--- src/rtl/cpu_pkg.sv ---
// Shared constants for the CPU datapath: register indices, opcodes, flag
// positions, control-vector bit positions and halt FSM states.
package cpu_pkg;

    localparam int NUM_GP = 8;
    localparam int REG_A  = 0;
    localparam int REG_B  = 1;
    localparam int REG_C  = 2;
    localparam int REG_D  = 3;
    localparam int REG_E  = 4;
    localparam int REG_F  = 5;
    localparam int REG_H  = 6;
    localparam int REG_G  = 7;

    localparam logic [7:0] OP_NOP  = 8'h00, OP_LDA  = 8'h01, OP_LDB  = 8'h02, OP_LDC  = 8'h03;
    localparam logic [7:0] OP_STA  = 8'h04, OP_STB  = 8'h05, OP_STC  = 8'h06, OP_MOVAB = 8'h07;
    localparam logic [7:0] OP_MOVAC = 8'h08, OP_MOVBA = 8'h09, OP_MOVBC = 8'h0A, OP_MOVCA = 8'h0B;
    localparam logic [7:0] OP_MOVCB = 8'h0C, OP_ADD = 8'h0D, OP_SUB  = 8'h0E, OP_AND  = 8'h0F;
    localparam logic [7:0] OP_OR   = 8'h10, OP_XOR  = 8'h11, OP_NOT  = 8'h12, OP_MOVCI = 8'h13;
    localparam logic [7:0] OP_INC  = 8'h14, OP_DEC  = 8'h15, OP_SHL  = 8'h16, OP_SHR  = 8'h17;
    localparam logic [7:0] OP_CMP  = 8'h18, OP_JMP  = 8'h19, OP_JZ   = 8'h1A, OP_JN   = 8'h1B;
    localparam logic [7:0] OP_HLT  = 8'h1C;

    localparam int FLAG_Z = 3;
    localparam int FLAG_N = 2;
    localparam int FLAG_C = 1;
    localparam int FLAG_V = 0;

    localparam int PC_RESET = 3;
    localparam int PC_IN    = 2;
    localparam int PC_INC   = 1;
    localparam int PC_OUT   = 0;

    localparam int MAR_IN  = 5;
    localparam int MDR_IN  = 4;
    localparam int CIR_IN  = 3;
    localparam int CIR_OUT = 2;
    localparam int RAM_IN  = 1;
    localparam int RAM_OUT = 0;

    localparam int AR_IN  = 1;
    localparam int AR_OUT = 0;

    localparam int SC_RESET = 1;
    localparam int SC_INC   = 0;

    // Bus source slots: PC, CIR low byte, AR, RAM, then GP registers 0..7.
    localparam int NUM_SRC  = 12;
    localparam int SRC_PC   = 0;
    localparam int SRC_CIR  = 1;
    localparam int SRC_AR   = 2;
    localparam int SRC_RAM  = 3;
    localparam int SRC_REG0 = 4;

    typedef enum logic {
        ST_RUN,
        ST_HALTED
    } halt_state_e;

endpackage

--- src/rtl/cpu_bus_mux.sv ---
// OR-combining internal bus driver with multi-driver contention detect.
module cpu_bus_mux #(
    parameter int DW = 8,
    parameter int N  = 12
) (
    input  logic [N-1:0][DW-1:0] src,
    input  logic [N-1:0]         en,
    output logic [DW-1:0]        bus,
    output logic                 contention
);

    always_comb begin
        bus = '0;
        for (int unsigned i = 0; i < N; i++) begin
            if (en[i]) bus = bus | src[i];
        end
    end

    assign contention = ($countones(en) > 1);

endmodule

--- src/rtl/cpu_datapath.sv ---
// CPU datapath: executes control-unit strobes over a single internal bus and
// holds PC, MAR, MDR, CIR, AR, GP registers, flags, step counter and halt latch.
module cpu_datapath
    import cpu_pkg::*;
#(
    parameter int DW = 8,
    parameter int SW = 4
) (
    input  logic          clk,
    input  logic          rst,
    input  logic          cpu_run,
    input  logic [3:0]    pc_ctl,
    input  logic [5:0]    mem_ctl,
    input  logic [1:0]    ar_ctl,
    input  logic [1:0]    sc_ctl,
    input  logic [7:0]    reg_in,
    input  logic [7:0]    reg_out,
    input  logic [7:0]    reg_rst,
    input  logic          regC_sel,
    input  logic          flag_in,
    input  logic          halt_req,
    input  logic [DW-1:0] alu_result,
    input  logic [3:0]    alu_flags,
    input  logic [15:0]   rom_rdata,
    input  logic [DW-1:0] ram_rdata,
    output logic [DW-1:0] rom_addr,
    output logic [DW-1:0] ram_addr,
    output logic [DW-1:0] ram_wdata,
    output logic          ram_we,
    output logic [DW-1:0] regA_q,
    output logic [DW-1:0] regB_q,
    output logic [DW-1:0] regC_q,
    output logic [SW-1:0] step,
    output logic [7:0]    opcode,
    output logic [DW-1:0] operand,
    output logic [3:0]    flags,
    output logic [DW-1:0] bus,
    output logic          halted,
    output logic          bus_err
);

    logic [DW-1:0] pc_q, mar_q, ar_q;
    logic [15:0]   mdr_q, cir_q;
    logic [DW-1:0] gp_q [NUM_GP];
    logic [3:0]    flags_q;
    logic [SW-1:0] step_q;
    logic          bus_err_q;
    halt_state_e   state_q, state_d;

    logic [NUM_SRC-1:0][DW-1:0] src;
    logic [NUM_SRC-1:0]         src_en;
    logic                       contention;

    always_comb begin
        src          = '0;
        src[SRC_PC]  = pc_q;
        src[SRC_CIR] = cir_q[DW-1:0];
        src[SRC_AR]  = ar_q;
        src[SRC_RAM] = ram_rdata;
        for (int unsigned i = 0; i < NUM_GP; i++) begin
            src[SRC_REG0 + i] = gp_q[i];
        end
    end

    assign src_en = {reg_out, mem_ctl[RAM_OUT], ar_ctl[AR_OUT], mem_ctl[CIR_OUT], pc_ctl[PC_OUT]};

    cpu_bus_mux #(
        .DW (DW),
        .N  (NUM_SRC)
    ) u_bus_mux (
        .src        (src),
        .en         (src_en),
        .bus        (bus),
        .contention (contention)
    );

    assign halted = (state_q == ST_HALTED);

    always_ff @(posedge clk or posedge rst) begin
        if (rst) state_q <= ST_RUN;
        else     state_q <= state_d;
    end

    always_comb begin
        state_d = state_q;
        case (state_q)
            ST_RUN:    if (halt_req && cpu_run) state_d = ST_HALTED;
            ST_HALTED: state_d = ST_HALTED;
            default:   state_d = ST_RUN;
        endcase
    end

    always_ff @(posedge clk or posedge rst) begin
        if (rst) begin
            pc_q      <= '0;
            mar_q     <= '0;
            ar_q      <= '0;
            mdr_q     <= '0;
            cir_q     <= '0;
            flags_q   <= '0;
            step_q    <= '0;
            bus_err_q <= 1'b0;
            for (int unsigned i = 0; i < NUM_GP; i++) gp_q[i] <= '0;
        end else begin
            bus_err_q <= bus_err_q | contention;
            if (!halted) begin
                if (pc_ctl[PC_RESET])    pc_q <= '0;
                else if (pc_ctl[PC_IN])  pc_q <= bus;
                else if (pc_ctl[PC_INC]) pc_q <= pc_q + DW'(1);

                if (mem_ctl[MAR_IN]) mar_q <= bus;
                if (mem_ctl[MDR_IN]) mdr_q <= rom_rdata;
                if (mem_ctl[CIR_IN]) cir_q <= mdr_q;
                if (ar_ctl[AR_IN])   ar_q  <= bus;
                if (flag_in)         flags_q <= alu_flags;

                for (int unsigned i = 0; i < NUM_GP; i++) begin
                    if (reg_rst[i])     gp_q[i] <= '0;
                    else if (reg_in[i]) gp_q[i] <= (i == REG_C && !regC_sel) ? alu_result : bus;
                end

                if (cpu_run) begin
                    if (sc_ctl[SC_RESET])    step_q <= '0;
                    else if (sc_ctl[SC_INC]) step_q <= step_q + SW'(1);
                end
            end
        end
    end

    assign rom_addr  = mar_q;
    assign ram_addr  = ar_q;
    assign ram_wdata = bus;
    assign ram_we    = mem_ctl[RAM_IN] & ~halted;
    assign regA_q    = gp_q[REG_A];
    assign regB_q    = gp_q[REG_B];
    assign regC_q    = gp_q[REG_C];
    assign step      = step_q;
    assign opcode    = cir_q[15:8];
    assign operand   = ar_q;
    assign flags     = flags_q;
    assign bus_err   = bus_err_q;

endmodule

--- config.mk ---
export PLATFORM = sky130hd
export DESIGN_NAME = cpu_datapath
export DESIGN_NICKNAME = d
export VERILOG_FILES = /design/src/rtl/cpu_pkg.sv /design/src/rtl/cpu_bus_mux.sv /design/src/rtl/cpu_datapath.sv
export SDC_FILE = /design/constraint.sdc
export NUM_CORES = 1
export LEC_CHECK = 0
export CAP_MARGIN = 0
export CORE_ASPECT_RATIO = 0.75
export CORE_MARGIN = 2
export CORE_UTILIZATION = 50
export DETAILED_ROUTE_END_ITERATION = 12
export GPL_ROUTABILITY_DRIVEN = 0
export PLACE_DENSITY = 0.86
export SLEW_MARGIN = 20
export SYNTH_ARGS = -nofsm -noshare
export SYNTH_HDL_FRONTEND = slang
export SYNTH_SLANG_ARGS = --single-unit
--- constraint.sdc ---
create_clock -name clk -period 6.4 [get_ports clk]
set_clock_uncertainty 0.2 [all_clocks]
set_input_delay 1.28 -clock clk [delete_from_list [all_inputs] [get_ports clk]]
set_output_delay 1.28 -clock clk [all_outputs]
set_load 0.01 [all_outputs]
=== After elaboration in Yosys (flattened, before gate mapping) ===
Cells that the tools add are included.
Widths: inputs -> output; s select.

* Register bits: 130
* Input bits: 80
* Output and inout port bits: 83
* Logic and storage cells: 107

* Reduce and logical (&&, ||, !) cells: 26
* Magnitude comparators: 1
* Bitwise gates (word level): 14
* Add/sub/neg operators: 13
* Multiplexer cells: 36

{| class="wikitable"
|+ Operators by type and width
! kind !! count
|-
| $mux 8 || 32
|-
| $add 32x32->32 || 5
|-
| $or 8x8->8 || 11
|-
| $gt 32x2->1 const B || 1
|-
| $reduce_and 2->1 || 14
|-
| $reduce_bool 2->1 || 9
|-
| $add 1x1->2 || 6
|-
| $add 8x1->8 const B || 1
|-
| $mux 4 || 2
|-
| $add 4x1->4 const B || 1
|-
| $reduce_and 3->1 || 1
|-
| $reduce_bool 3->1 || 1
|-
| $pmux 1 s2 || 1
|-
| $and 1x1->1 || 1
|-
| $logic_and 1x1->1 || 1
|-
| $mux 1 || 1
|-
| $not 1->1 || 1
|-
| $or 1x1->1 || 1
|}

=== Logic depth before layout (Yosys ltp) ===
Gate-level depths: netlist of run 1.

* Depth after elaboration: 26
* Depth in mapped cells: 13
* Depth with buffers taken out: 13

=== Cells and area by module ===
Synthesis of run 1 repeated with hierarchy kept, for this count alone.

* Cells, all modules: 561
* Area total of the unflattened synthesis: 6698.9 um^2

{| class="wikitable"
|+ By module, submodules not included
! module !! sequential area each (um^2) !! cells an instance !! times used !! area each (um^2)
|-
| cpu_datapath || 3253.1 || 463 || 1 || 5786.8
|-
| cpu_bus_mux || 0.0 || 98 || 1 || 912.1
|}

=== Least setup slack after synthesis of run 1 ===
Ideal clock, no wire load.

* Path kind: in2reg
* Start: in pc_ctl[0]
* End: reg bus_err_q, in the netlist bus_err
* Slack: 2.014 ns
* Library setup time: 0.125 ns
* Data required time: 6.075 ns
* Arrival time: 4.060 ns
* Cell stages on the path: 10
* Buffers on the path: 0
* Cell sequence: ha_1 -> inv_1 -> fa_1 -> fa_1 -> fa_1 -> inv_1 -> ha_1 -> fa_1 -> nor4_1 -> nand2_1

* Word-level cells in the longest chain between the ends: 6

{| class="wikitable"
|+ Ends and longest elaborated chain
! element !! line !! text
|-
| start: declaration || cpu_datapath.sv:12 || <nowiki>input logic [3:0] pc_ctl,</nowiki>
|-
| $add 1x1->2 (implied by the code) || cpu_bus_mux.sv:19 || <nowiki>assign contention = ($countones(en) > 1);</nowiki>
|-
| $add 32x32->32 (implied by the code) (3 in a row) || cpu_bus_mux.sv:19 ||
|-
| $gt 32x2->1 || cpu_bus_mux.sv:19 ||
|-
| $or 1x1->1 || cpu_datapath.sv:105 || <nowiki>bus_err_q <= bus_err_q | contention;</nowiki>
|-
| end signal: assignment || cpu_datapath.sv:105 ||
|-
| end: declaration || cpu_datapath.sv:47 || <nowiki>logic bus_err_q;</nowiki>
|}

Every way passes these cells.
A chain may end at the register's enable or synchronous reset.

=== Worst setup path after layout of run 1 ===
* Start: in mem_ctl[0]
* End: out ram_wdata[0]

* Word-level cells in the longest chain between the ends: 17

{| class="wikitable"
|+ Ends and longest elaborated chain
! element !! line !! text
|-
| start: declaration || cpu_datapath.sv:13 || <nowiki>input logic [5:0] mem_ctl,</nowiki>
|-
| $mux 8 * || cpu_bus_mux.sv:15 || <nowiki>if (en[i]) bus = bus | src[i];</nowiki>
|-
| $or 8x8->8 || cpu_bus_mux.sv:15 ||
|-
| $mux 8 * || cpu_bus_mux.sv:15 ||
|-
| $or 8x8->8 || cpu_bus_mux.sv:15 ||
|-
| $mux 8 * || cpu_bus_mux.sv:15 ||
|-
| $or 8x8->8 || cpu_bus_mux.sv:15 ||
|-
| $mux 8 * || cpu_bus_mux.sv:15 ||
|-
| $or 8x8->8 || cpu_bus_mux.sv:15 ||
|-
| $mux 8 * || cpu_bus_mux.sv:15 ||
|-
| $or 8x8->8 || cpu_bus_mux.sv:15 ||
|-
| $mux 8 * || cpu_bus_mux.sv:15 ||
|-
| $or 8x8->8 || cpu_bus_mux.sv:15 ||
|-
| $mux 8 * || cpu_bus_mux.sv:15 ||
|-
| $or 8x8->8 || cpu_bus_mux.sv:15 ||
|-
| $mux 8 * || cpu_bus_mux.sv:15 ||
|-
| $or 8x8->8 || cpu_bus_mux.sv:15 ||
|-
| $mux 8 * || cpu_bus_mux.sv:15 ||
|-
| end: declaration || cpu_datapath.sv:28 || <nowiki>output logic [DW-1:0] ram_wdata,</nowiki>
|}

Mark *: on every way between the ends. The rest lies on a longest branch, timed or not.

==> results of run 1 <==
==> cells by family (layout without fill, tap and decap cells) <==
family / after synthesis / count (layout)
simple gates: 183 / 183
buf+inv: 118 / 234
compound gates: 164 / 164
flops: 130 / 130
mux: 36 / 36
fa+ha+maj: 19 / 19
==> power by group <==
part           total [W]  internal [W]  switching, W
combinational   0.000929      0.000469      0.000460
sequential       0.00124       0.00104      0.000196
clock           0.000942      0.000580      0.000362
total            0.00311       0.00209       0.00102
==> placed cells by master, fill, tap and decap left out, drive strengths merged, types with 4 or more instances in the layout <==
cell type,instances
or2,9
dfrtp,130
clkinv,4
ha,12
nor2b,4
o221ai,5
nand2,114
nor4,11
o41ai,10
a21oi,4
nor3,11
nor2,16
o21bai,8
o21ai,82
clkbuf,22
mux2,36
buf,14
clkdlybuf4s50,162
inv,26
a22oi,48
clkinvlp,4
fa,7
==> stage by stage <==
| step | utilization (%) | hold slack (ns) | area (um2) | setup slack, ns |
|---|---|---|---|---|
| after detailed placement | 63.1 | 0.272 | 7840 | 1.08 |
| after global placement | 63.1 | 0.265 | 7840 | 1.19 |
| after CTS | 67.6 | 0.284 | 8410 | 1.10 |
| after global routing | 67.6 | 0.300 | 8410 | 0.917 |
| after floorplan | - | 0.250 | 6460 | 1.45 |
| final | 67.6 | 0.279 | 8410 | 0.887 |
==> path summary, 6_finish.rpt <==
kind / startpoint / end / slack, ns / cells past startpoint
worst max-delay path: mem_ctl[0] / ram_wdata[0] / 0.89 / 6
worst min-delay path: rom_addr[4]$_DFFE_PP0P_ / rom_addr[4]$_DFFE_PP0P_ / 0.28 / 2
worst max register to register: gp_q[2]$_DFFE_PP0P_ / pc_q[2]$_DFFE_PP0P_ / 3.94 / 5
worst min register to register: rom_addr[4]$_DFFE_PP0P_ / rom_addr[4]$_DFFE_PP0P_ / 0.28 / 2
max in group asynchronous: rst / gp_q[2]$_DFFE_PP0P_ / 3.72 / 3
min in group asynchronous: rst / cir_q[13]$_DFFE_PP0P_ / 1.18 / 2
==> registers in the layout (all words and copies together), names as in the netlist, 4 cells and up <==
name and cells:
regA_q 8, step 4, cir_q 16, operand 8, flags 4, gp_q 40
pc_q 8, mdr_q 16, rom_addr 8, regC_q 8, regB_q 8
==> metal layers <==
layer  wire [um]  vias to the layer above  global-route usage [%]  share of wire, %
met4         788                        0                    10.3               3.9
met1        7880                     2745                    40.1                39
li1            -                     2428                       -                 -
met5           0                        -                       0                 0
met3        2820                       89                    12.3                14
met2        8640                      487                    44.4                43
==> tightest hold or removal path: cells and delay by family (launching register included) <==
| kind | cells | cell delay, ns |
|---|---|---|
| DFF | 1 | 0.34 |
| AOI/OAI and AO/OA | 1 | 0.06 |
| and+or+nand+nor | 1 | 0.04 |
==> final cells by class <==
class	instances	area, um2	share of cell area [%]
inverter	26	103	1.22
tap	166	208	2.47
sequential	130	3250	38.7
clock inverter	10	110	1.31
multi-input combinational	402	2560	30.4
timing repair buffer	176	1730	20.5
clock buffer	22	454	5.40
==> report_table.html, run 1 <==
<table>
<tr><th>Metric</th><th>Value</th></tr>
<tr><th colspan="2">Outcome</th></tr>
<tr><td>Outcome</td><td>complete, no violations</td></tr>
<tr><th colspan="2">STA</th></tr>
<tr><td>Worst slew pin tran</td><td>1.00 ns</td></tr>
<tr><td>Headroom to the max-slew limit</td><td>33.0%</td></tr>
<tr><td>Number of pins exceeding their max-slew limit in the final report</td><td>0</td></tr>
<tr><td>Fmax achieved</td><td>181 MHz</td></tr>
<tr><td>Final number of hold-violating endpoints</td><td>0</td></tr>
<tr><td>Setup Viol. Count Final</td><td>0</td></tr>
<tr><td>RSZ-0062 raised after global routing</td><td>false</td></tr>
<tr><td>Final worst path period share</td><td>86.1%</td></tr>
<tr><td>Shortest clock period the worst path allows after layout</td><td>5.51 ns</td></tr>
<tr><td>Setup Total Neg Slack</td><td>0 ns</td></tr>
<tr><th colspan="2">Layout</th></tr>
<tr><td>Count of non-filler cells in the finished layout</td><td>932</td></tr>
<tr><td>Area Overhead vs Synth</td><td>30.1%</td></tr>
<tr><td>Final net count</td><td>852</td></tr>
<tr><td>Fraction of layout cells with a size suffix above 1</td><td>11.9%</td></tr>
<tr><td>Filler cell count in the final layout</td><td>905</td></tr>
<tr><td>N_diodes</td><td>0</td></tr>
<tr><th colspan="2">Power</th></tr>
<tr><td>Leakage power of the design</td><td>3.71 nW</td></tr>
<tr><td>Maximum vdd drop</td><td>234 uV</td></tr>
<tr><td>Power, Total</td><td>0.00311 W</td></tr>
<tr><td>Pwr Density</td><td>369 nW/um2</td></tr>
<tr><th colspan="2">Run</th></tr>
<tr><td>Number of violations of the max-capacitance limit</td><td>0</td></tr>
<tr><th colspan="2">Setup path</th></tr>
<tr><td>Slowest cell on the critical path</td><td>sky130_fd_sc_hd__nor3_1</td></tr>
<tr><td>Crit path max-delay family</td><td>buffers and inverters</td></tr>
<tr><td>Type of element launching the critical path</td><td>primary input</td></tr>
<tr><td>Required arrival time at the worst endpoint</td><td>4.92 ns</td></tr>
<tr><td>Kind of capture point of the worst setup path</td><td>primary output</td></tr>
<tr><td>Crit-path most repeated cell</td><td>sky130_fd_sc_hd__clkdlybuf4s50_1</td></tr>
<tr><td>Slowest stage delay, CP</td><td>0.75 ns</td></tr>
<tr><td>Bufs and invs on worst path</td><td>3</td></tr>
<tr><td>CP Class</td><td>in -&gt; out</td></tr>
<tr><td>Peak fanout along the critical path</td><td>9</td></tr>
<tr><td>Signal arrival time at the worst endpoint</td><td>4.03 ns</td></tr>
<tr><td>Cell Chain, Critical Path</td><td>clkdlybuf4s50_1 &gt; a22oi_1 &gt; nand2_1 &gt; nor3_1 &gt; inv_1 &gt; clkdlybuf4s50_1</td></tr>
<tr><th colspan="2">Synthesis</th></tr>
<tr><td>Number of standard cells after synthesis</td><td>650</td></tr>
<tr><td>Synth top cells by count</td><td>sky130_fd_sc_hd__dfrtp_1, sky130_fd_sc_hd__nand2_1, sky130_fd_sc_hd__o21ai_0</td></tr>
<tr><td>Number of synthesized register bits</td><td>130</td></tr>
<tr><td>Synth Area in XOR/XNOR</td><td>0%</td></tr>
<tr><td>Combinational family with the most area after synthesis</td><td>compound AO/OA/AOI/OAI gates</td></tr>
<tr><td>Number of enable flip-flop cells after synthesis</td><td>0</td></tr>
<tr><td>Dominant cell type by area after synthesis</td><td>sky130_fd_sc_hd__dfrtp_1</td></tr>
<tr><td>Sequential element share of the synthesized area</td><td>50.3%</td></tr>
<tr><td>Synth Area in Adders</td><td>4.49%</td></tr>
<tr><td>Library cells used by synthesis</td><td>41</td></tr>
<tr><td>Post-synthesis cell area</td><td>6460 um2</td></tr>
<tr><td>Synth Area in Compound Gates</td><td>16.1%</td></tr>
<tr><td>Proportion of netlist area held by the largest area contributor</td><td>50.3%</td></tr>
<tr><td>Post-synthesis net count</td><td>749</td></tr>
<tr><td>Synthesis Warnings</td><td>0</td></tr>
<tr><td>Ranking of synthesized cells by area</td><td>sky130_fd_sc_hd__dfrtp_1, sky130_fd_sc_hd__nand2_1, sky130_fd_sc_hd__o21ai_0, sky130_fd_sc_hd__mux2_2, sky130_fd_sc_hd__a22oi_1</td></tr>
<tr><td>Library cell with the highest instance count after synthesis</td><td>sky130_fd_sc_hd__dfrtp_1</td></tr>
<tr><td>Flip-flop cell with the highest count after synthesis</td><td>sky130_fd_sc_hd__dfrtp_1</td></tr>
<tr><td>FFs w/ async S/R, synth</td><td>100%</td></tr>
<tr><td>Simple logic cell fraction of the synthesized area</td><td>12.7%</td></tr>
<tr><td>Fraction of synthesized area in multiplexers</td><td>6.27%</td></tr>
<tr><td>Avg Inst Size Synth</td><td>9.94 um2</td></tr>
<tr><th colspan="2">Global route</th></tr>
<tr><td>Maximum number of pins on one net before global-route repair</td><td>84</td></tr>
<tr><td>Wire length of the first global-routing pass</td><td>30.7 mm</td></tr>
<tr><td>Global route overflow</td><td>0</td></tr>
<tr><td>Via count of the first global-routing pass</td><td>5583</td></tr>
<tr><td>Initial antenna violation count</td><td>0</td></tr>
<tr><td>Aggregate global-route resource usage</td><td>29.9%</td></tr>
<tr><th colspan="2">Detailed routing</th></tr>
<tr><td>Number of search-and-repair iterations in the first detailed-routing pass</td><td>7</td></tr>
<tr><td>Post-DRT Antenna Nets</td><td>0</td></tr>
<tr><td>WL/cell</td><td>21.6 um</td></tr>
<tr><td>Final wirelength</td><td>20.1 mm</td></tr>
<tr><td>Iter 0 DRT Violations</td><td>915</td></tr>
<tr><td>Via total after detailed routing</td><td>5749</td></tr>
<tr><td>Mean number of vias per cell</td><td>6.17</td></tr>
<tr><td>DRC errors left</td><td>0</td></tr>
<tr><th colspan="2">Clocking</th></tr>
<tr><td>Number of buffers inserted for hold repair after clock tree synthesis</td><td>0</td></tr>
<tr><td>Buffers inserted during post-CTS setup optimization</td><td>0</td></tr>
<tr><td>Clock insertion delay at the later pin of the skew report</td><td>0.42 ns</td></tr>
<tr><td>Clock slew at reported path FFs</td><td>0.06 ns</td></tr>
<tr><td># clock sinks</td><td>130</td></tr>
<tr><td>Total clock buffers created by CTS</td><td>17</td></tr>
<tr><td>Max clock buf depth</td><td>2</td></tr>
<tr><td>Clk root buf</td><td>sky130_fd_sc_hd__clkbuf_16</td></tr>
<tr><td>Maximum level of the CTS H-tree</td><td>4</td></tr>
<tr><td>Cts repair resizes</td><td>0</td></tr>
<tr><td>CTS tree</td><td>done</td></tr>
<tr><th colspan="2">Worst hold path</th></tr>
<tr><td>Hold Crit Class</td><td>reg -&gt; reg</td></tr>
<tr><th colspan="2">Floorplan</th></tr>
<tr><td>Overall die area</td><td>13900 um2</td></tr>
<tr><td>Core Box Area</td><td>12400 um2</td></tr>
<tr><td>Die Y</td><td>102 um</td></tr>
<tr><td>Die Width</td><td>135 um</td></tr>
<tr><td>Initial core utilization</td><td>52.0%</td></tr>
<tr><td>Row cnt</td><td>35</td></tr>
<tr><td>Number of top-level design ports</td><td>163</td></tr>
<tr><th colspan="2">Place</th></tr>
<tr><td>Input/output buffers</td><td>162</td></tr>
<tr><td>Cell count after placement</td><td>900</td></tr>
<tr><td>Detail Placement HPWL</td><td>14.4 mm</td></tr>
</table>
Note: power is estimated with default switching activity, not from simulation.
==> run 2: changes to the inputs <==
- CORE_UTILIZATION: 50 -> 45
- PLACE_DENSITY: 0.86 -> 0.82
- clock period: 6.4 -> 4.98 ns (I/O delays scaled with it)
==> report_table.html, run 2 (same netlist as run 1, synthesis figures left out) <==
<table>
<tr><th>Metric</th><th>Value</th></tr>
<tr><th colspan="2">Outcome</th></tr>
<tr><td>Outcome</td><td>complete, no violations</td></tr>
<tr><th colspan="2">Clocking</th></tr>
<tr><td>Number of buffers inserted for hold repair after clock tree synthesis</td><td>0 (unchanged)</td></tr>
<tr><td>Clock insertion delay at the later pin of the skew report</td><td>0.41 ns (about the same)</td></tr>
<tr><td># clock sinks</td><td>130 (unchanged)</td></tr>
<tr><td>Buffers inserted during post-CTS setup optimization</td><td>0 (unchanged)</td></tr>
<tr><td>Max clock buf depth</td><td>2 (unchanged)</td></tr>
<tr><td>Total clock buffers created by CTS</td><td>17 (unchanged)</td></tr>
<tr><td>Clock slew at reported path FFs</td><td>0.05 ns (about the same)</td></tr>
<tr><td>Clk root buf</td><td>sky130_fd_sc_hd__clkbuf_16</td></tr>
<tr><td>CTS tree</td><td>done</td></tr>
<tr><td>Maximum level of the CTS H-tree</td><td>4 (unchanged)</td></tr>
<tr><td>Cts repair resizes</td><td>0 (unchanged)</td></tr>
<tr><th colspan="2">Setup path</th></tr>
<tr><td>Type of element launching the critical path</td><td>primary input</td></tr>
<tr><td>Peak fanout along the critical path</td><td>9 (unchanged)</td></tr>
<tr><td>Cell Chain, Critical Path</td><td>clkdlybuf4s50_1 &gt; a22oi_1 &gt; nand2_1 &gt; nor3_1 &gt; buf_4 &gt; inv_1 &gt; clkdlybuf4s50_1</td></tr>
<tr><td>Crit-path most repeated cell</td><td>sky130_fd_sc_hd__clkdlybuf4s50_1</td></tr>
<tr><td>Slowest stage delay, CP</td><td>0.69 ns (-0.06 ns)</td></tr>
<tr><td>CP Class</td><td>in -&gt; out</td></tr>
<tr><td>Slowest cell on the critical path</td><td>sky130_fd_sc_hd__clkdlybuf4s50_1</td></tr>
<tr><td>Signal arrival time at the worst endpoint</td><td>3.46 ns (-0.57 ns)</td></tr>
<tr><td>Required arrival time at the worst endpoint</td><td>3.78 ns (-1.14 ns)</td></tr>
<tr><td>Kind of capture point of the worst setup path</td><td>primary output</td></tr>
<tr><th colspan="2">STA</th></tr>
<tr><td>Worst slew pin tran</td><td>1.00 ns (+0.00125 ns)</td></tr>
<tr><td>Setup Total Neg Slack</td><td>0 ns (unchanged)</td></tr>
<tr><td>Minimum hold slack</td><td>0.283 ns (+0.00456 ns)</td></tr>
<tr><td>Number of pins exceeding their max-slew limit in the final report</td><td>0 (unchanged)</td></tr>
<tr><td>Final worst path period share</td><td>93.5%</td></tr>
<tr><td>Final number of hold-violating endpoints</td><td>0 (unchanged)</td></tr>
<tr><td>Fmax achieved</td><td>215 MHz</td></tr>
<tr><td>Headroom to the max-slew limit</td><td>32.9% (-0.083 points)</td></tr>
<tr><td>Setup Viol. Count Final</td><td>0 (unchanged)</td></tr>
<tr><td>Shortest clock period the worst path allows after layout</td><td>4.66 ns</td></tr>
<tr><td>RSZ-0062 raised after global routing</td><td>false</td></tr>
<tr><th colspan="2">Power</th></tr>
<tr><td>Pwr Density</td><td>471 nW/um2 (+27%)</td></tr>
<tr><td>Maximum vdd drop</td><td>323 uV (+38%)</td></tr>
<tr><td>Power, Total</td><td>0.00401 W (+29%)</td></tr>
<tr><td>Leakage power of the design</td><td>3.78 nW (+1.7%)</td></tr>
<tr><th colspan="2">Layout</th></tr>
<tr><td>Largest register FFs</td><td>40 (unchanged)</td></tr>
<tr><td>Area Overhead vs Synth</td><td>31.8%</td></tr>
<tr><td>Register with the most flip-flops</td><td>gp_q</td></tr>
<tr><td>Final net count</td><td>859 (+0.82%)</td></tr>
<tr><td>Most frequent cells in the layout</td><td>sky130_fd_sc_hd__clkdlybuf4s50_1, sky130_fd_sc_hd__dfrtp_1, sky130_fd_sc_hd__nand2_1, sky130_fd_sc_hd__o21ai_0, sky130_fd_sc_hd__a22oi_1</td></tr>
<tr><td>N_diodes</td><td>0 (unchanged)</td></tr>
<tr><td>Count of non-filler cells in the finished layout</td><td>947 (+1.6%)</td></tr>
<tr><td>Fraction of layout cells with a size suffix above 1</td><td>13.3% (+1.5 points)</td></tr>
<tr><td>Largest registers ranked by flip-flop count</td><td>gp_q (40), cir_q (16), mdr_q (16)</td></tr>
<tr><td>Cell area after layout</td><td>8520 um2 (+1.3%)</td></tr>
<tr><td>Most common library cell in the layout ignoring fill and taps</td><td>sky130_fd_sc_hd__clkdlybuf4s50_1</td></tr>
<tr><th colspan="2">Floorplan</th></tr>
<tr><td>Die Y</td><td>108 um (+5.2%)</td></tr>
<tr><td>Initial core utilization</td><td>46.5% (-5.4 points)</td></tr>
<tr><td>Number of top-level design ports</td><td>163 (unchanged)</td></tr>
<tr><td>Row cnt</td><td>37 (+5.7%)</td></tr>
<tr><td>Die Width</td><td>142 um (+5.3%)</td></tr>
<tr><td>Core Box Area</td><td>13900 um2 (+12%)</td></tr>
<tr><td>Overall die area</td><td>15300 um2 (+11%)</td></tr>
<tr><th colspan="2">Detailed routing</th></tr>
<tr><td>WL/cell</td><td>20.4 um (-5.6%)</td></tr>
<tr><td>Iter 0 DRT Violations</td><td>710 (-22%)</td></tr>
<tr><td>Via total after detailed routing</td><td>5534 (-3.7%)</td></tr>
<tr><td>Final wirelength</td><td>19.3 mm (-4.1%)</td></tr>
<tr><td>Post-DRT Antenna Nets</td><td>0 (unchanged)</td></tr>
<tr><td>Mean number of vias per cell</td><td>5.84 (-5.3%)</td></tr>
<tr><td>DRC errors left</td><td>0 (unchanged)</td></tr>
<tr><td>Number of search-and-repair iterations in the first detailed-routing pass</td><td>7 (unchanged)</td></tr>
<tr><th colspan="2">Place</th></tr>
<tr><td>Input/output buffers</td><td>162 (unchanged)</td></tr>
<tr><td>DP Area</td><td>7930 um2 (+1.0%)</td></tr>
<tr><td>Detail Placement HPWL</td><td>14.2 mm (-1.1%)</td></tr>
<tr><td>Cell count after placement</td><td>916 (+1.8%)</td></tr>
<tr><th colspan="2">Global route</th></tr>
<tr><td>Via count of the first global-routing pass</td><td>5581 (-0.036%)</td></tr>
<tr><td>Initial antenna violation count</td><td>0 (unchanged)</td></tr>
<tr><td>Wire length of the first global-routing pass</td><td>29.9 mm (-2.6%)</td></tr>
<tr><td>Global route overflow</td><td>0 (unchanged)</td></tr>
<tr><td>Aggregate global-route resource usage</td><td>25.8% (-4.1 points)</td></tr>
<tr><td>Maximum number of pins on one net before global-route repair</td><td>73 (-13%)</td></tr>
<tr><th colspan="2">Worst hold path</th></tr>
<tr><td>Hold Crit Class</td><td>reg -&gt; reg</td></tr>
<tr><th colspan="2">Run</th></tr>
<tr><td>Number of violations of the max-capacitance limit</td><td>0 (unchanged)</td></tr>
</table>
==> run 2: critical path, delay by kind of cell <==
family | cells | cell delay, ns
and+or+nand+nor | 2 | 0.68
buffers and inverters | 4 | 1.44
AOI/OAI and AO/OA | 1 | 0.34
==> run 2: layer usage <==
| metal | GRT usage [%] | wire [um] |
|---|---|---|
| met2 | 39.5 | 8560 |
| met5 | 0 | 0 |
| met3 | 9.61 | 2560 |
| met1 | 34.8 | 7860 |
| met4 | 6.51 | 335 |
==> run 2: final cells by class <==
| type | instances | area (um2) |
|---|---|---|
| inverter | 26 | 100 |
| multi-input combinational | 402 | 2560 |
| tap | 175 | 219 |
| timing repair buffer | 183 | 1790 |
| clock inverter | 11 | 129 |
| clock buffer | 20 | 467 |
| fill | 1115 | 5370 |
| sequential | 130 | 3250 |
==> run 2: per-stage QoR <==
step / utilization (%) / setup WS, ns
2_1_floorplan: - / 0.315
3_3_place_gp: 57.1 / 0.343
3_5_place_dp: 57.1 / 0.184
4_1_cts: 61.4 / 0.500
5_1_grt: 61.4 / 0.322
6_report: 61.4 / 0.322
==> run 2: power breakdown <==
group / leakage (nW) / internal [W] / total [W] / switching [W]
sequential: 1.59 / 0.00134 / 0.00157 / 0.000234
clock: 0.288 / 0.000776 / 0.00124 / 0.000464
combinational: 1.90 / 0.000615 / 0.00120 / 0.000584
==> run 2: path summary, 6_finish.rpt <==
path / from / to / slack (ns) / cells after the start
max: reg_out[3] / bus[3] / 0.32 / 7
min: gp_q[13]$_DFFE_PP0P_ / gp_q[13]$_DFFE_PP0P_ / 0.28 / 2
max reg2reg: halted$_DFF_PP0_ / cir_q[4]$_DFFE_PP0P_ / 2.66 / 2
min reg2reg: gp_q[13]$_DFFE_PP0P_ / gp_q[13]$_DFFE_PP0P_ / 0.28 / 2
max in group asynchronous: rst / gp_q[0]$_DFFE_PP0P_ / 2.87 / 3
min in group asynchronous: rst / mdr_q[14]$_DFFE_PP0P_ / 0.87 / 2
==> run 3: changes to the inputs <==
- CORE_MARGIN: 2 -> 4
- CORE_UTILIZATION: 45 -> 55
- DONT_BUFFER_PORTS: unset -> 1
- HOLD_SLACK_MARGIN: unset -> 0.06
- PLACE_DENSITY: 0.82 -> 0.78
==> report_table.html, run 3 (same netlist as run 1, synthesis figures left out) <==
<table>
<tr><th>Metric</th><th>Value</th></tr>
<tr><th colspan="2">Outcome</th></tr>
<tr><td>Outcome</td><td>complete, no violations</td></tr>
<tr><th colspan="2">Global route</th></tr>
<tr><td>Via count of the first global-routing pass</td><td>4991 (-11%)</td></tr>
<tr><td>Most used routing layer</td><td>met2</td></tr>
<tr><td>Maximum number of pins on one net before global-route repair</td><td>80 (+9.6%)</td></tr>
<tr><td>Met2 track utilization from global routing</td><td>42.0% (+2.5 points)</td></tr>
<tr><td>Wire length of the first global-routing pass</td><td>29.1 mm (-2.5%)</td></tr>
<tr><td>Global route overflow</td><td>0 (unchanged)</td></tr>
<tr><td>Met1 layer usage reported by global route</td><td>39.1% (+4.2 points)</td></tr>
<tr><td>Initial antenna violation count</td><td>0 (unchanged)</td></tr>
<tr><td>Met3 track utilization from global routing</td><td>11.9% (+2.3 points)</td></tr>
<tr><td>Aggregate global-route resource usage</td><td>28.6% (+2.7 points)</td></tr>
<tr><th colspan="2">STA</th></tr>
<tr><td>Final worst path period share</td><td>77.5% (-16 points)</td></tr>
<tr><td>Headroom to the max-slew limit</td><td>29.8% (-3.2 points)</td></tr>
<tr><td>Number of pins exceeding their max-slew limit in the final report</td><td>0 (unchanged)</td></tr>
<tr><td>Shortest clock period the worst path allows after layout</td><td>3.86 ns (-0.801 ns)</td></tr>
<tr><td>Setup Total Neg Slack</td><td>0 ns (unchanged)</td></tr>
<tr><td>Worst slew pin tran</td><td>1.05 ns (+0.0473 ns)</td></tr>
<tr><td>RSZ-0062 raised after global routing</td><td>false</td></tr>
<tr><td>Setup Viol. Count Final</td><td>0 (unchanged)</td></tr>
<tr><td>Final number of hold-violating endpoints</td><td>0 (unchanged)</td></tr>
<tr><td>Fmax achieved</td><td>259 MHz (+21%)</td></tr>
<tr><td>Minimum hold slack</td><td>0.290 ns (+0.00618 ns)</td></tr>
<tr><th colspan="2">Floorplan</th></tr>
<tr><td>Initial core utilization</td><td>57.8% (+11 points)</td></tr>
<tr><td>Die Width</td><td>133 um (-6.5%)</td></tr>
<tr><td>Die Y</td><td>102 um (-5.5%)</td></tr>
<tr><td>Number of top-level design ports</td><td>163 (unchanged)</td></tr>
<tr><td>Core Box Area</td><td>11200 um2 (-19%)</td></tr>
<tr><td>Row cnt</td><td>33 (-11%)</td></tr>
<tr><td>Overall die area</td><td>13600 um2 (-12%)</td></tr>
<tr><th colspan="2">Worst hold path</th></tr>
<tr><td>Hold Crit Class</td><td>reg -&gt; reg</td></tr>
<tr><th colspan="2">Clocking</th></tr>
<tr><td>Clock insertion delay at the later pin of the skew report</td><td>0.42 ns (about the same)</td></tr>
<tr><td>CTS tree</td><td>done</td></tr>
<tr><td>Maximum level of the CTS H-tree</td><td>4 (unchanged)</td></tr>
<tr><td>Number of buffers inserted for hold repair after clock tree synthesis</td><td>0 (unchanged)</td></tr>
<tr><td>Clock slew at reported path FFs</td><td>0.06 ns (about the same)</td></tr>
<tr><td>Total clock buffers created by CTS</td><td>17 (unchanged)</td></tr>
<tr><td>Buffers inserted during post-CTS setup optimization</td><td>0 (unchanged)</td></tr>
<tr><td># clock sinks</td><td>130 (unchanged)</td></tr>
<tr><td>Max clock buf depth</td><td>2 (unchanged)</td></tr>
<tr><td>Cts repair resizes</td><td>0 (unchanged)</td></tr>
<tr><td>Clk root buf</td><td>sky130_fd_sc_hd__clkbuf_16</td></tr>
<tr><th colspan="2">Setup path</th></tr>
<tr><td>Signal arrival time at the worst endpoint</td><td>3.95 ns (+0.49 ns)</td></tr>
<tr><td>CP Class</td><td>in -&gt; reg</td></tr>
<tr><td>Type of element launching the critical path</td><td>primary input</td></tr>
<tr><td>Required arrival time at the worst endpoint</td><td>5.07 ns (+1.29 ns)</td></tr>
<tr><td>Kind of capture point of the worst setup path</td><td>register</td></tr>
<tr><td>Peak fanout along the critical path</td><td>9 (unchanged)</td></tr>
<tr><th colspan="2">Layout</th></tr>
<tr><td>Filler cell count in the final layout</td><td>911 (-18%)</td></tr>
<tr><td>Register with the most flip-flops</td><td>gp_q</td></tr>
<tr><td>N_diodes</td><td>0 (unchanged)</td></tr>
<tr><td>Count of non-filler cells in the finished layout</td><td>759 (-20%)</td></tr>
<tr><td>Fraction of layout cells with a size suffix above 1</td><td>15.3% (+1.9 points)</td></tr>
<tr><td>Final net count</td><td>688 (-20%)</td></tr>
<tr><td>Largest register FFs</td><td>40 (unchanged)</td></tr>
<tr><td>Most frequent cells in the layout</td><td>sky130_fd_sc_hd__dfrtp_1, sky130_fd_sc_hd__nand2_1, sky130_fd_sc_hd__o21ai_0, sky130_fd_sc_hd__a22oi_1, sky130_fd_sc_hd__mux2_2</td></tr>
<tr><td>Largest registers ranked by flip-flop count</td><td>gp_q (40), cir_q (16), mdr_q (16)</td></tr>
<tr><td>Area Overhead vs Synth</td><td>5.46%</td></tr>
<tr><td>Most common library cell in the layout ignoring fill and taps</td><td>sky130_fd_sc_hd__dfrtp_1</td></tr>
<tr><th colspan="2">Detailed routing</th></tr>
<tr><td>WL/cell</td><td>25.0 um (+23%)</td></tr>
<tr><td>Post-DRT Antenna Nets</td><td>0 (unchanged)</td></tr>
<tr><td>Number of search-and-repair iterations in the first detailed-routing pass</td><td>7 (unchanged)</td></tr>
<tr><td>Iter 0 DRT Violations</td><td>740 (+4.2%)</td></tr>
<tr><td>Mean number of vias per cell</td><td>6.52 (+12%)</td></tr>
<tr><td>Final wirelength</td><td>19.0 mm (-1.8%)</td></tr>
<tr><td>DRC errors left</td><td>0 (unchanged)</td></tr>
<tr><td>Via total after detailed routing</td><td>4951 (-11%)</td></tr>
<tr><th colspan="2">Place</th></tr>
<tr><td>Detail Placement HPWL</td><td>13.8 mm (-2.8%)</td></tr>
<tr><td>Cell count after placement</td><td>727 (-21%)</td></tr>
<tr><td>Input/output buffers</td><td>0 (-100%)</td></tr>
<tr><th colspan="2">Power</th></tr>
<tr><td>Maximum vdd drop</td><td>295 uV (-8.7%)</td></tr>
<tr><td>Pwr Density</td><td>537 nW/um2 (+14%)</td></tr>
<tr><td>Leakage power of the design</td><td>3.10 nW (-18%)</td></tr>
<tr><th colspan="2">Run</th></tr>
<tr><td>Number of violations of the max-capacitance limit</td><td>0 (unchanged)</td></tr>
</table>
run 3: worst paths after layout:
path | from | to | slack (ns) | cells past startpoint
worst max-delay path | pc_ctl[0] | bus_err$_DFF_PP0_ | 1.12 | 10
worst min-delay path | gp_q[9]$_DFFE_PP0P_ | gp_q[9]$_DFFE_PP0P_ | 0.29 | 2
worst max register to register | regB_q[3]$_DFFE_PP0P_ | operand[3]$_DFFE_PP0P_ | 2.48 | 5
worst min register to register | gp_q[9]$_DFFE_PP0P_ | gp_q[9]$_DFFE_PP0P_ | 0.29 | 2
max in group asynchronous | rst | gp_q[32]$_DFFE_PP0P_ | 3.12 | 2
min in group asynchronous | rst | mdr_q[13]$_DFFE_PP0P_ | 0.48 | 1
run 3: area by class of cell:
| type | count | area, um2 | share of cell area [%] |
|---|---|---|---|
| multi-input cells | 402 | 2560 | 37.5 |
| well taps | 157 | 196 | 2.88 |
| clock buffers | 21 | 470 | 6.90 |
| inverters | 26 | 100 | 1.47 |
| clock inverters | 11 | 150 | 2.20 |
| repair buffers | 12 | 90.1 | 1.32 |
| flip-flops and latches | 130 | 3250 | 47.7 |
run 3: power breakdown:
group          leakage (nW)  internal [W]  switching, W  total (W)
logic                  1.21      0.000264      0.000419   0.000683
registers              1.59       0.00134      0.000345    0.00168
clock network         0.300      0.000830      0.000466    0.00130
total                  3.10       0.00243       0.00123    0.00366
run 3: stage by stage:
stage / util [%] / area (um2) / setup slack (ns) / power (W)
final: 60.9 / 6820 / 1.12 / 0.00366
after global routing: 60.9 / 6820 / 1.01 / 0.00383
after CTS: 60.9 / 6820 / 1.12 / 0.00365
after detailed placement: 55.4 / 6200 / 0.701 / 0.00235
after global placement: 55.4 / 6200 / 0.832 / 0.00230
after floorplan: - / 6460 / 0.315 / 0.00220
run 3: layer usage:
metal | vias up | share of wire [%]
li1 | 2101 | -
met1 | 2420 | 40
met2 | 375 | 43
met3 | 55 | 14
met4 | 0 | 2.7
met5 | - | 0
run 3: worst max-delay path: stages:
cell	delay, ns
sky130_fd_sc_hd__ha_1	0.25
sky130_fd_sc_hd__inv_1	0.06
sky130_fd_sc_hd__fa_1	0.51
sky130_fd_sc_hd__fa_1	0.53
sky130_fd_sc_hd__fa_1	0.52
sky130_fd_sc_hd__inv_1	0.04
sky130_fd_sc_hd__ha_1	0.22
sky130_fd_sc_hd__fa_1	0.44
sky130_fd_sc_hd__nor4_1	0.28
sky130_fd_sc_hd__nand2_1	0.09
